$ cat config.mk
export PLATFORM = sky130hd
export DESIGN_NAME = univ_shift_reg
export DESIGN_NICKNAME = d
export VERILOG_FILES = /design/src/rtl/shift_pkg.sv /design/src/rtl/shift_step.sv /design/src/rtl/univ_shift_reg.sv
export SDC_FILE = /design/constraint.sdc
export NUM_CORES = 1
export LEC_CHECK = 0
export ABC_AREA = 1
export BUFFER_PORTS_ARGS = -buffer_cell sky130_fd_sc_hd__buf_2
export CORE_MARGIN = 2
export CORE_UTILIZATION = 57
export CTS_CLUSTER_SIZE = 30
export DETAILED_ROUTE_END_ITERATION = 10
export PLACE_DENSITY = 0.85
export SYNTH_ARGS = -nofsm -noshare
export SYNTH_HDL_FRONTEND = slang
export SYNTH_SLANG_ARGS = --single-unit
$ cat constraint.sdc
create_clock -name clk -period 2.5 [get_ports clk]
set_input_delay 0.125 -clock clk [delete_from_list [all_inputs] [get_ports clk]]
set_output_delay 0.125 -clock clk [all_outputs]
set_load 0.02 [all_outputs]
$ cat src/rtl/shift_pkg.sv
// Shared types for the universal shift register: operation codes and FSM states.
// Latency: n/a (types and pure helper functions only).
// Backpressure: n/a.
package shift_pkg;

  // Operation codes carried on the 3-bit mode port.
  typedef enum logic [2:0] {
    M_HOLD = 3'd0,
    M_SHL  = 3'd1,
    M_SHR  = 3'd2,
    M_ROL  = 3'd3,
    M_ROR  = 3'd4,
    M_ASR  = 3'd5,
    M_LOAD = 3'd6,
    M_RSVD = 3'd7
  } shift_mode_e;

  typedef enum logic {
    S_IDLE = 1'b0,
    S_RUN  = 1'b1
  } state_e;

  // True for codes that start a command; HOLD and the reserved code are no-ops.
  function automatic logic is_cmd(input logic [2:0] m);
    return (m != M_HOLD) && (m != M_RSVD);
  endfunction

  // True for the single-bit shift/rotate codes (everything that walks len steps).
  function automatic logic is_shift(input logic [2:0] m);
    return (m == M_SHL) || (m == M_SHR) || (m == M_ROL) ||
           (m == M_ROR) || (m == M_ASR);
  endfunction

endpackage

$ cat src/rtl/shift_step.sv
// One single-bit step of the shift register: computes next contents and the bit shifted out.
// Latency: purely combinational, zero cycles.
// Backpressure: none; the caller decides on which edges the result is registered.
//
// Ports:
//   mode    - operation code (shift_mode_e encoding)
//   cur     - current register contents
//   sin     - serial input bit (ignored by rotates and ASR)
//   nxt     - contents after one step; equals cur for non-shift codes
//   bit_out - bit that leaves the register on this step; 0 for non-shift codes
module shift_step
  import shift_pkg::*;
#(
  parameter int WIDTH = 8
) (
  input  logic [2:0]       mode,
  input  logic [WIDTH-1:0] cur,
  input  logic             sin,
  output logic [WIDTH-1:0] nxt,
  output logic             bit_out
);

  always_comb begin
    nxt     = cur;
    bit_out = 1'b0;
    case (shift_mode_e'(mode))
      M_SHL: begin
        nxt     = {cur[WIDTH-2:0], sin};
        bit_out = cur[WIDTH-1];
      end
      M_SHR: begin
        nxt     = {sin, cur[WIDTH-1:1]};
        bit_out = cur[0];
      end
      M_ROL: begin
        nxt     = {cur[WIDTH-2:0], cur[WIDTH-1]};
        bit_out = cur[WIDTH-1];
      end
      M_ROR: begin
        nxt     = {cur[0], cur[WIDTH-1:1]};
        bit_out = cur[0];
      end
      M_ASR: begin
        // Sign bit is replicated; sin plays no part.
        nxt     = {cur[WIDTH-1], cur[WIDTH-1:1]};
        bit_out = cur[0];
      end
      default: begin
        // HOLD, LOAD and reserved leave the contents alone; LOAD is handled by the caller.
        nxt     = cur;
        bit_out = 1'b0;
      end
    endcase
  end

endmodule

$ cat src/rtl/univ_shift_reg.sv
// Universal shift register: parallel load plus multi-bit shift/rotate bursts under start/busy/done.
// Latency: burst of len=N finishes N-1 cycles after accept (first step on the accepting edge);
//          LOAD and len=0 finish on the accepting edge. done pulses for one cycle afterwards.
// Backpressure: start is only honoured while idle; starts during a burst are dropped, not queued.
//
// Ports:
//   clk, rst - clock and synchronous active-high reset (reset wins over an accepting edge)
//   start    - command request, sampled only in IDLE
//   mode     - operation code, latched on accept
//   len      - number of single-bit steps, latched on accept (may exceed WIDTH)
//   sin      - serial input, sampled on every shift edge
//   pin      - parallel load data
//   out      - register contents
//   sout     - bit that left the register on the most recent shift edge
//   busy     - burst in progress
//   done     - one-cycle completion pulse
module univ_shift_reg
  import shift_pkg::*;
#(
  parameter int WIDTH = 8,
  parameter int LEN_W = $clog2(WIDTH) + 1
) (
  input  logic             clk,
  input  logic             rst,
  input  logic             start,
  input  logic [2:0]       mode,
  input  logic [LEN_W-1:0] len,
  input  logic             sin,
  input  logic [WIDTH-1:0] pin,
  output logic [WIDTH-1:0] out,
  output logic             sout,
  output logic             busy,
  output logic             done
);

  localparam logic [LEN_W-1:0] LEN_ONE = LEN_W'(1);

  state_e           state_q, state_d;
  shift_mode_e      mode_q, mode_d;
  logic [LEN_W-1:0] rem_q, rem_d;
  logic [WIDTH-1:0] out_d;
  logic             sout_d;
  logic             done_d;

  logic [2:0]       step_mode;
  logic [WIDTH-1:0] step_nxt;
  logic             step_bit;
  logic [LEN_W-1:0] len_m1;

  // The step unit is shared: in IDLE it sees the incoming mode so the accepting
  // edge can perform step 1; in RUN it sees the latched mode.
  assign step_mode = (state_q == S_IDLE) ? mode : mode_q;
  assign len_m1    = len - LEN_ONE;

  shift_step #(
    .WIDTH (WIDTH)
  ) u_step (
    .mode    (step_mode),
    .cur     (out),
    .sin     (sin),
    .nxt     (step_nxt),
    .bit_out (step_bit)
  );

  // Next-state and datapath update.
  always_comb begin
    state_d = state_q;
    mode_d  = mode_q;
    rem_d   = rem_q;
    out_d   = out;
    sout_d  = sout;
    done_d  = 1'b0;

    case (state_q)
      S_IDLE: begin
        if (start && is_cmd(mode)) begin
          mode_d = shift_mode_e'(mode);
          if (mode == M_LOAD) begin
            // Single-edge load; sout keeps the last shifted-out bit.
            out_d  = pin;
            done_d = 1'b1;
          end else if (is_shift(mode) && (len != '0)) begin
            out_d  = step_nxt;
            sout_d = step_bit;
            rem_d  = len_m1;
            if (len_m1 != '0) begin
              state_d = S_RUN;
            end else begin
              done_d = 1'b1;
            end
          end else begin
            // Zero-length shift: nothing moves, only completion is reported.
            done_d = 1'b1;
          end
        end
      end

      S_RUN: begin
        out_d  = step_nxt;
        sout_d = step_bit;
        rem_d  = rem_q - LEN_ONE;
        if (rem_q == LEN_ONE) begin
          state_d = S_IDLE;
          done_d  = 1'b1;
        end
      end

      default: begin
        state_d = S_IDLE;
      end
    endcase
  end

  always_ff @(posedge clk) begin
    if (rst) begin
      state_q <= S_IDLE;
      mode_q  <= M_HOLD;
      rem_q   <= '0;
      out     <= '0;
      sout    <= 1'b0;
      done    <= 1'b0;
    end else begin
      state_q <= state_d;
      mode_q  <= mode_d;
      rem_q   <= rem_d;
      out     <= out_d;
      sout    <= sout_d;
      done    <= done_d;
    end
  end

  assign busy = (state_q == S_RUN);

endmodule

# --- Word-level counts from Yosys, hierarchy flattened ---
# Cells that the tools add are included.
# W data, S select, Z words.
classes:
  n_addsub: 2
  n_eq_ne: 17
  muxes: 27
  bitwise: 1
  n_reduce_logical: 15
ops:
  columns: ["operator", "count"]
  rows:
  - ["$pmux W8 S5", 1]
  - ["$mux W8", 3]
  - ["$pmux W8 S2", 1]
  - ["$eq A3 B3 Y1 const B", 5]
  - ["$mux W1", 13]
  - ["$eq A3 B2 Y1 const B", 4]
  - ["$mux W4", 3]
  - ["$pmux W1 S2", 4]
  - ["$pmux W4 S2", 1]
  - ["$reduce_bool A4 Y1", 2]
  - ["$sub A4 B1 Y4 const B", 2]
  - ["$eq A3 B1 Y1 const B", 2]
  - ["$eq A4 B1 Y1 const B", 1]
  - ["$logic_or A1 B1 Y1", 4]
  - ["$ne A2 B1 Y1 const B", 2]
  - ["$reduce_and A2 Y1", 2]
  - ["$logic_and A1 B1 Y1", 3]
  - ["$mux W3", 1]
  - ["$ne A3 B1 Y1 const B", 1]
  - ["$ne A3 B3 Y1 const B", 1]
  - ["$reduce_and A3 Y1", 1]
  - ["$reduce_bool A3 Y1", 1]
  - ["$reduce_or A3 Y1", 1]
  - ["$ne A2 B2 Y1 const B", 1]
  - ["other kinds (2)", 2]
totals:
  reg_bits: 18
  out_inout_bits: 11

# --- Logic depth before layout (Yosys ltp) ---
# Gate-level depths: netlist (run 1).
logic_depth:
  word_depth: 10
  mapped_depth: 11
  depth_no_buf: 11

# --- Hierarchy ---
# Synthesis (run 1) repeated with hierarchy kept, for this count alone.
unflattened:
  hier_cells: 262
  hier_area_um2: 1475.2
by_module_without_submodules:
  columns: ["module", "instances", "cells_each", "area_each_um2"]
  rows:
  - ["univ_shift_reg", 1, 192, 1153.6]
  - ["shift_step", 1, 70, 321.6]

# --- Worst setup path before layout (run 1) ---
# Ideal clock, no wire load.
synth_timing:
  kind: "register to register"
  from: "register state_q, in the netlist busy"
  to: "register out[7]"
  setup_time_ps: 132
  t_arrival_ps: 1357
  required_ps: 2368
  setup_slack_ps: 1011
  path_stages_with_launch: 11
  period_less_slack_ps: 1489
  cell_sequence: "dfxtp_1 buf_4 nand2_2 nand2_4 nand2_1 nand3_4 nand2_1 nand2_1 nand2_1 nand2_1 a21oi_1"
synth_via:
  elab_chain_cells: 7
  word_cells_on_any_way: 15
  classes_between: "7 x eq/ne; 6 x mux; 1 x bitwise; 1 x reduce/logical"
synth_rtl:
  columns: ["item", "line", "source"]
  rows:
  - ["start: declaration", "univ_shift_reg.sv:38", "state_e state_q, state_d;"]
  - ["start signal: assignment", "univ_shift_reg.sv:123", "state_q <= state_d;"]
  - ["$mux W3", "univ_shift_reg.sv:52", "assign step_mode = (state_q == S_IDLE) ? mode : mode_q;"]
  - ["$eq A3 B3 Y1, or another cell as far along", "shift_step.sv:26", "case (shift_mode_e'(mode))"]
  - ["$pmux W8 S5", "shift_step.sv:26", null]
  - ["$mux W8", "univ_shift_reg.sv:82", "end else if (is_shift(mode) && (len != '0)) begin"]
  - ["$mux W8", "univ_shift_reg.sv:78", "if (mode == M_LOAD) begin"]
  - ["$mux W8", "univ_shift_reg.sv:76", "if (start && is_cmd(mode)) begin"]
  - ["$pmux W8 S2", "univ_shift_reg.sv:74", "case (state_q)"]
  - ["end signal: assignment", "univ_shift_reg.sv:126", "out <= out_d;"]
  - ["end: declaration", "univ_shift_reg.sv:30", "output logic [WIDTH-1:0] out,"]
# Parallel ways exist; a longest one is shown, timed or not. The select of a mux whose other input is x is not followed.
# A chain may end at the register's enable or synchronous reset.

# --- Worst setup path after layout (run 1) ---
layout_timing:
  from: "register state_q, in the netlist busy"
  to: "register out[0]"
# The elaborated chain is that of the path after synthesis.

==> flow_summary.yaml, run 1 <==
cells_and_area:
  post_layout_nonfiller_instances: 252
  diodes: 0
  layout-drive-gt1-share_pct: 24.6
  final_area_sq_um: 1470
  synthToLayoutAreaGrowth_pct: 14.7
  layout.nets: 248
  fillers: 193
clocking:
  ctsHoldBuffers: 0
  clock_sinks: 18
  post_cts_resized: 0
  cts_max_level: 1
  postCtsSetupBuffers: 0
  clk_pin_slew_ps: 120
  cts_buffers: 3
  clkLatencyLatePin_ps: 290
  cts_root_buf: "clkbuf_4"
  cts-root-to-sink-buffers: 2
  cts_tree: "yes"
power_and_ir_drop:
  p_switching_uw: 302
  p_clk_share_pct: 23.8
  ir_drop_mv: 0.615
  p_leak_uw: 0.000705
  switching_share_pct: 38.1
  p_per_area_nw_per_um2: 540
  p_int_uw: 492
  p_comb_share_pct: 33.8
  p_seq_share_pct: 42.4
place:
  gp_congestion: 0.891
  io_buffer_count: 29
  dpl-instance-area_sq_um: 1430
  dp.cells: 248
  dp_hpwl_um: 2360
logic_synthesis:
  synthMuxAreaShare_pct: 0
  synth-simple-area-share_pct: 42.2
  synthMostInstantiatedCell: "nand2_1"
  syn-num-nets: 218
  postSynthAreaPerCell_sq_um: 6.57
  ys_types: 28
  synth_compound_area_share_pct: 15.4
  synth.cell_area_sq_um: 1280
  synthFlopType: "dfxtp_1"
  ys_top_cells_by_count: "50 x nand2_1, 27 x nor2_1, 18 x dfxtp_1"
  synth_top_area_share_pct: 28.1
  synth_edf_count: 0
  synthTopCellsByArea: "dfxtp_1 28%, nand2_1 15%, nor2_1 7.9%, a21oi_1 6.6%, nand3_1 5.9%"
  synth-async-reset-ratio_pct: 0
  syn_inst: 195
  synth_fa_ha_area_share_pct: 3.91
  yosys.area.top_type: "dfxtp_1"
  ys_seq_area_share_pct: 28.1
  synth_xor_area_share_pct: 2.05
  synth_top_family_by_area: "simple AND/OR/NAND/NOR gates"
  synth-seq-cells: 18
  yosysWarnings: 0
sta:
  slew_viol_final: 0
  hold_viol: 0
  slew_headroom_pct: 58.8
  tns_ps: 0
  fin_worst_skew_ps: 0.951
  timing.final.crit_share_pct: 82.0
  grt_setup_unrepaired: "false"
  fmax_mhz: 488
  period_needed_ps: 2050
  finalSetupViolCount: 0
  tightest_slew_ps: 617
setup_path:
  start_kind: "flop"
  cp.arrival_ps: 2290
  cp.required_ps: 2740
  critPathKind: "flop to flop"
  crit_fanout: 16
  timing.critical_path.cells: "inv_2 > nand2_2 > clkinv_1 > o21ai_4 > nand2_1 > a21oi_1"
  worst-path-buf-inv: 2
  slowest_delay_ps: 730
  critPathSlowestCell: "dfxtp_1"
  crit_family: "flip-flops"
  cp-end-kind: "flop"
global_routing:
  top_usage_layer: "met2"
  grt_pass1_vias: 1217
  antenna_found_initial: 0
  grt-ovfl-total: 0
  grt_util_all_layers_pct: 24.8
  grt_start_max_net_pins: 17
  use_met1_pct: 30.9
  grtUsageMet2_pct: 42.9
  grt_use_met3_pct: 4.39
  grt_pass1_wl_um: 5000
route:
  detail-route-antenna-nets: 0
  detail_route.vias_per_cell: 5.35
  routedWlPerCell_um: 12.3
  drc: 0
  first_pass_iters: 5
  dr.first_iter.drc_count: 45
  via_count: 1347
  finalWirelength_um: 3110
worst_hold_path:
  min_path_type: "input port to flop"
floorplan:
  fp.dieW_um: 51.4
  pin_count: 30
  core_sq_um: 2170
  start_util_pct: 59.1
  fp.dieH_um: 51.4
  die_area_sq_um: 2640
  rows: 17
job:
  max_cap_viol_count: 0
run_status:
  outcome: "completed"
==> area by class of cell <==
class,instances,area [sq um],area share [%]
Multi-Input combinational cell,152,815,55.4
Clock buffer,4,36.3,2.47
Sequential cell,18,360,24.5
Timing Repair Buffer,29,145,9.87
Tap cell,28,35.0,2.38
Inverter,21,78.8,5.36
==> power groups by stage <==
stage / logic [uW] / clock network [uW] / registers, uW
6_report: 269 / 189 / 336
3_3_place_gp: 255 / 0 / 339
3_5_place_dp: 265 / 0 / 342
4_1_cts: 266 / 185 / 335
5_1_grt: 299 / 208 / 339
2_1_floorplan: 195 / 0 / 347
==> path summary, 6_finish.rpt <==
kind,slack [ps],cells after the start,endpoint,startpoint
worst min register to register,500,2,mode_q[1],mode_q[1]
worst max-delay path,450,6,out[0],busy
worst min-delay path,130,3,mode_q[2],mode[2]
worst max register to register,450,6,out[0],busy
==> stage by stage <==
step	hold slack [ps]	setup slack (ps)	utilization [%]	total power (uW)
2_1_floorplan	203	1010	-	542
3_3_place_gp	434	661	66.1	594
3_5_place_dp	441	509	66.1	607
4_1_cts	135	489	67.8	787
5_1_grt	123	298	67.8	846
6_report	130	449	67.8	794
==> worst reg2reg max path, stage by stage (launching register included) <==
cell and delay [ps]:
dfxtp_1 730, inv_2 240, nand2_2 310, clkinv_1 200, o21ai_4 280, nand2_1 90, a21oi_1 140
==> per-layer routing <==
metal,part of all wire (%),vias up
li1,-,688
met4,0.55,0
met3,5.2,2
met2,50,43
met1,44,614
met5,0,-
==> sequential cells by signal, summed over array words and instances, names as in the netlist <==
register  flops
busy          1
done          1
mode_q        3
rem_q         4
sout          1
out           8
==> cells by family after synthesis <==
| kind of cell | Yosys count |
|---|---|
| DFF | 18 |
| adders and majority gates | 4 |
| AOI/OAI and AO/OA | 33 |
| buffers and inverters | 25 |
| and+or+nand+nor | 112 |
| xor gates and xnor gates | 3 |
==> placed cells by master (no fill, tap or decap) <==
| master | instances |
|---|---|
| a211oi_1 | 1 |
| a21oi_1 | 17 |
| a22oi_1 | 1 |
| buf_2 | 29 |
| clkbuf_4 | 3 |
| clkbuf_8 | 1 |
| clkinv_1 | 2 |
| dfxtp_1 | 18 |
| ha_1 | 4 |
| inv_1 | 14 |
| inv_2 | 5 |
| nand2_1 | 50 |
| nand2_2 | 7 |
| nand2_4 | 5 |
| nand3_1 | 15 |
| nand3_4 | 2 |
| nand4_1 | 4 |
| nor2_1 | 27 |
| nor2_4 | 1 |
| nor3_1 | 1 |
| o211ai_1 | 1 |
| o21ai_0 | 5 |
| o21ai_1 | 5 |
| o21ai_4 | 2 |
| o31ai_1 | 1 |
| xnor2_1 | 1 |
| xor2_1 | 2 |
No activity file was read; power rests on OpenSTA's default activity.
==> run 2: changes to the inputs <==
--- a/config.mk
+++ b/config.mk
@@ -8,10 +8,10 @@
 export ABC_AREA = 1
 export BUFFER_PORTS_ARGS = -buffer_cell sky130_fd_sc_hd__buf_2
 export CORE_MARGIN = 2
-export CORE_UTILIZATION = 57
+export CORE_UTILIZATION = 48
 export CTS_CLUSTER_SIZE = 30
 export DETAILED_ROUTE_END_ITERATION = 10
-export PLACE_DENSITY = 0.85
+export PLACE_DENSITY = 0.76
 export SYNTH_ARGS = -nofsm -noshare
 export SYNTH_HDL_FRONTEND = slang
 export SYNTH_SLANG_ARGS = --single-unit
==> constraint.sdc (replaced) <==
create_clock -name clk -period 1.76 [get_ports clk]
set_input_delay 0.088 -clock clk [delete_from_list [all_inputs] [get_ports clk]]
set_output_delay 0.088 -clock clk [all_outputs]
set_load 0.02 [all_outputs]
==> flow_summary.yaml, run 2 (synthesis results as in run 1) <==
clocking:
  cts_root_buf: "clkbuf_4"
  clk_pin_slew_ps: 110
  clock_sinks: 18
  cts-root-to-sink-buffers: 2
  cts_buffers: 3
  post_cts_resized: 0
  cts_max_level: 1
  cts_tree: "yes"
  ctsHoldBuffers: 0
  clkLatencyLatePin_ps: 300
  postCtsSetupBuffers: 0
setup_path:
  critPathKind: "flop to flop"
  crit_top_cell: "nand2_1"
  crit_fanout: 7
  crit_cells: 7
  timing.critical_path.cells: "buf_4 > o21ai_1 > nand2_1 > nand3_4 > o21ai_4 > nand2_1 > a21oi_1"
  critPathSlowestCell: "dfxtp_1"
  slowest_delay_ps: 430
  cp.arrival_ps: 1780
  rrSetupSlack_ps: 200
  start_kind: "flop"
  ff2ff_path_depth: 7
  cp.required_ps: 1980
  cp-end-kind: "flop"
  crit_family: "compound AO/OA/AOI/OAI gates"
  worst-path-buf-inv: 1
route:
  dr.first_iter.drc_count: 36
  via_count: 1301
  first_pass_iters: 4
  routedWlPerCell_um: 11.1
  detail-route-antenna-nets: 0
  finalWirelength_um: 2830
  detail_route.vias_per_cell: 5.08
  drc: 0
sta:
  finalSetupViolCount: 0
  slew_viol_final: 0
  tightest_slew_ps: 320
  period_needed_ps: 1560
  tns_ps: 0
  hold_viol: 0
  grt_setup_unrepaired: "false"
  timing.final.crit_share_pct: 88.6
  slew_headroom_pct: 78.5
  fin_worst_skew_ps: 16.9
  layout_setup_ws_ps: 200
  fmax_mhz: 641
place:
  dpl-instance-area_sq_um: 1460
  gp_congestion: 0.802
  io_buffer_count: 29
  dp_hpwl_um: 2180
  place_worst_setup_slack_ps: 242
cells_and_area:
  diodes: 0
  final_common_cell: "nand2_1"
  largest_reg_flops: 8
  layout-drive-gt1-share_pct: 25.2
  multi_input_area_sq_um: 815
  regMostFlops: "out"
  layout_common_cells: "50 x nand2_1, 29 x buf_2, 27 x nor2_1"
  layout.nets: 251
  fillers: 249
  final_area_sq_um: 1480
  largest_registers: "out x8, rem_q x4, mode_q x3"
  regArea_sq_um: 360
  synthToLayoutAreaGrowth_pct: 15.8
global_routing:
  grt_pass1_vias: 1156
  grt_pass1_wl_um: 4850
  grt_start_max_net_pins: 13
  antenna_found_initial: 0
  grt_util_all_layers_pct: 18.9
  grt-ovfl-total: 0
floorplan:
  fp.dieH_um: 55.7
  die_area_sq_um: 3100
  core_sq_um: 2500
  rows: 18
  fp.dieW_um: 55.7
  start_util_pct: 51.3
  pin_count: 30
power_and_ir_drop:
  p_leak_uw: 0.000713
  p_comb_share_pct: 36.5
  switching_share_pct: 38.3
  p_clk_share_pct: 19.8
  p_switching_uw: 409
  p_seq_share_pct: 43.7
  power_uw: 1070
  p_int_uw: 660
  p_per_area_nw_per_um2: 721
  ir_drop_mv: 0.617
worst_hold_path:
  holdPathStages: 3
  min_path_type: "input port to flop"
run_status:
  outcome: "completed"
job:
  max_cap_viol_count: 0
## run 2: cell types whose count changed in the layout (fill, tap and decap cells not counted)
cell / change
clkbuf_8: -1
inv_2: -1
buf_4: +3
inv_4: +1
## run 2: per-stage QoR
stage,hold WS [ps],utilization (%),cells
floorplan,166,-,195
global placement,385,58.4,253
detailed placement,399,58.4,253
global route,87.9,59.4,256
finish,62.5,59.4,256
CTS,73.1,59.3,256
## run 2: path summary, 6_finish.rpt
kind / from / to
setup / recovery: busy / out[6]
hold / removal: mode[1] / mode_q[1]
setup reg to reg: busy / out[6]
hold reg to reg: mode_q[1] / mode_q[1]
## run 2: layout make-up
class	count	share of cell area, %
Multi-Input combinational cell	152	54.9
Inverter	21	5.48
Sequential cell	18	24.3
Timing Repair Buffer	32	11.3
Tap cell	30	2.53
Clock buffer	3	1.52
## run 2: worst min-delay path, delay by kind of cell
family          cells  cell delay (ps)
simple gates        1               60
buf+inv             1              130
compound gates      1               50
## run 2: power groups by stage
stage / combinational, uW / sequential, uW / clock [uW]
finish: 390 / 467 / 212
global route: 437 / 472 / 235
CTS: 390 / 466 / 214
detailed placement: 388 / 476 / 0
global placement: 383 / 476 / 0
floorplan: 277 / 493 / 0
## run 2: metal layers
metal  routed length, um  global-route usage [%]
met5                   0                       0
met2                1280                    28.4
met3                 147                    5.35
met1                1390                    26.5
met4                  13                    4.88
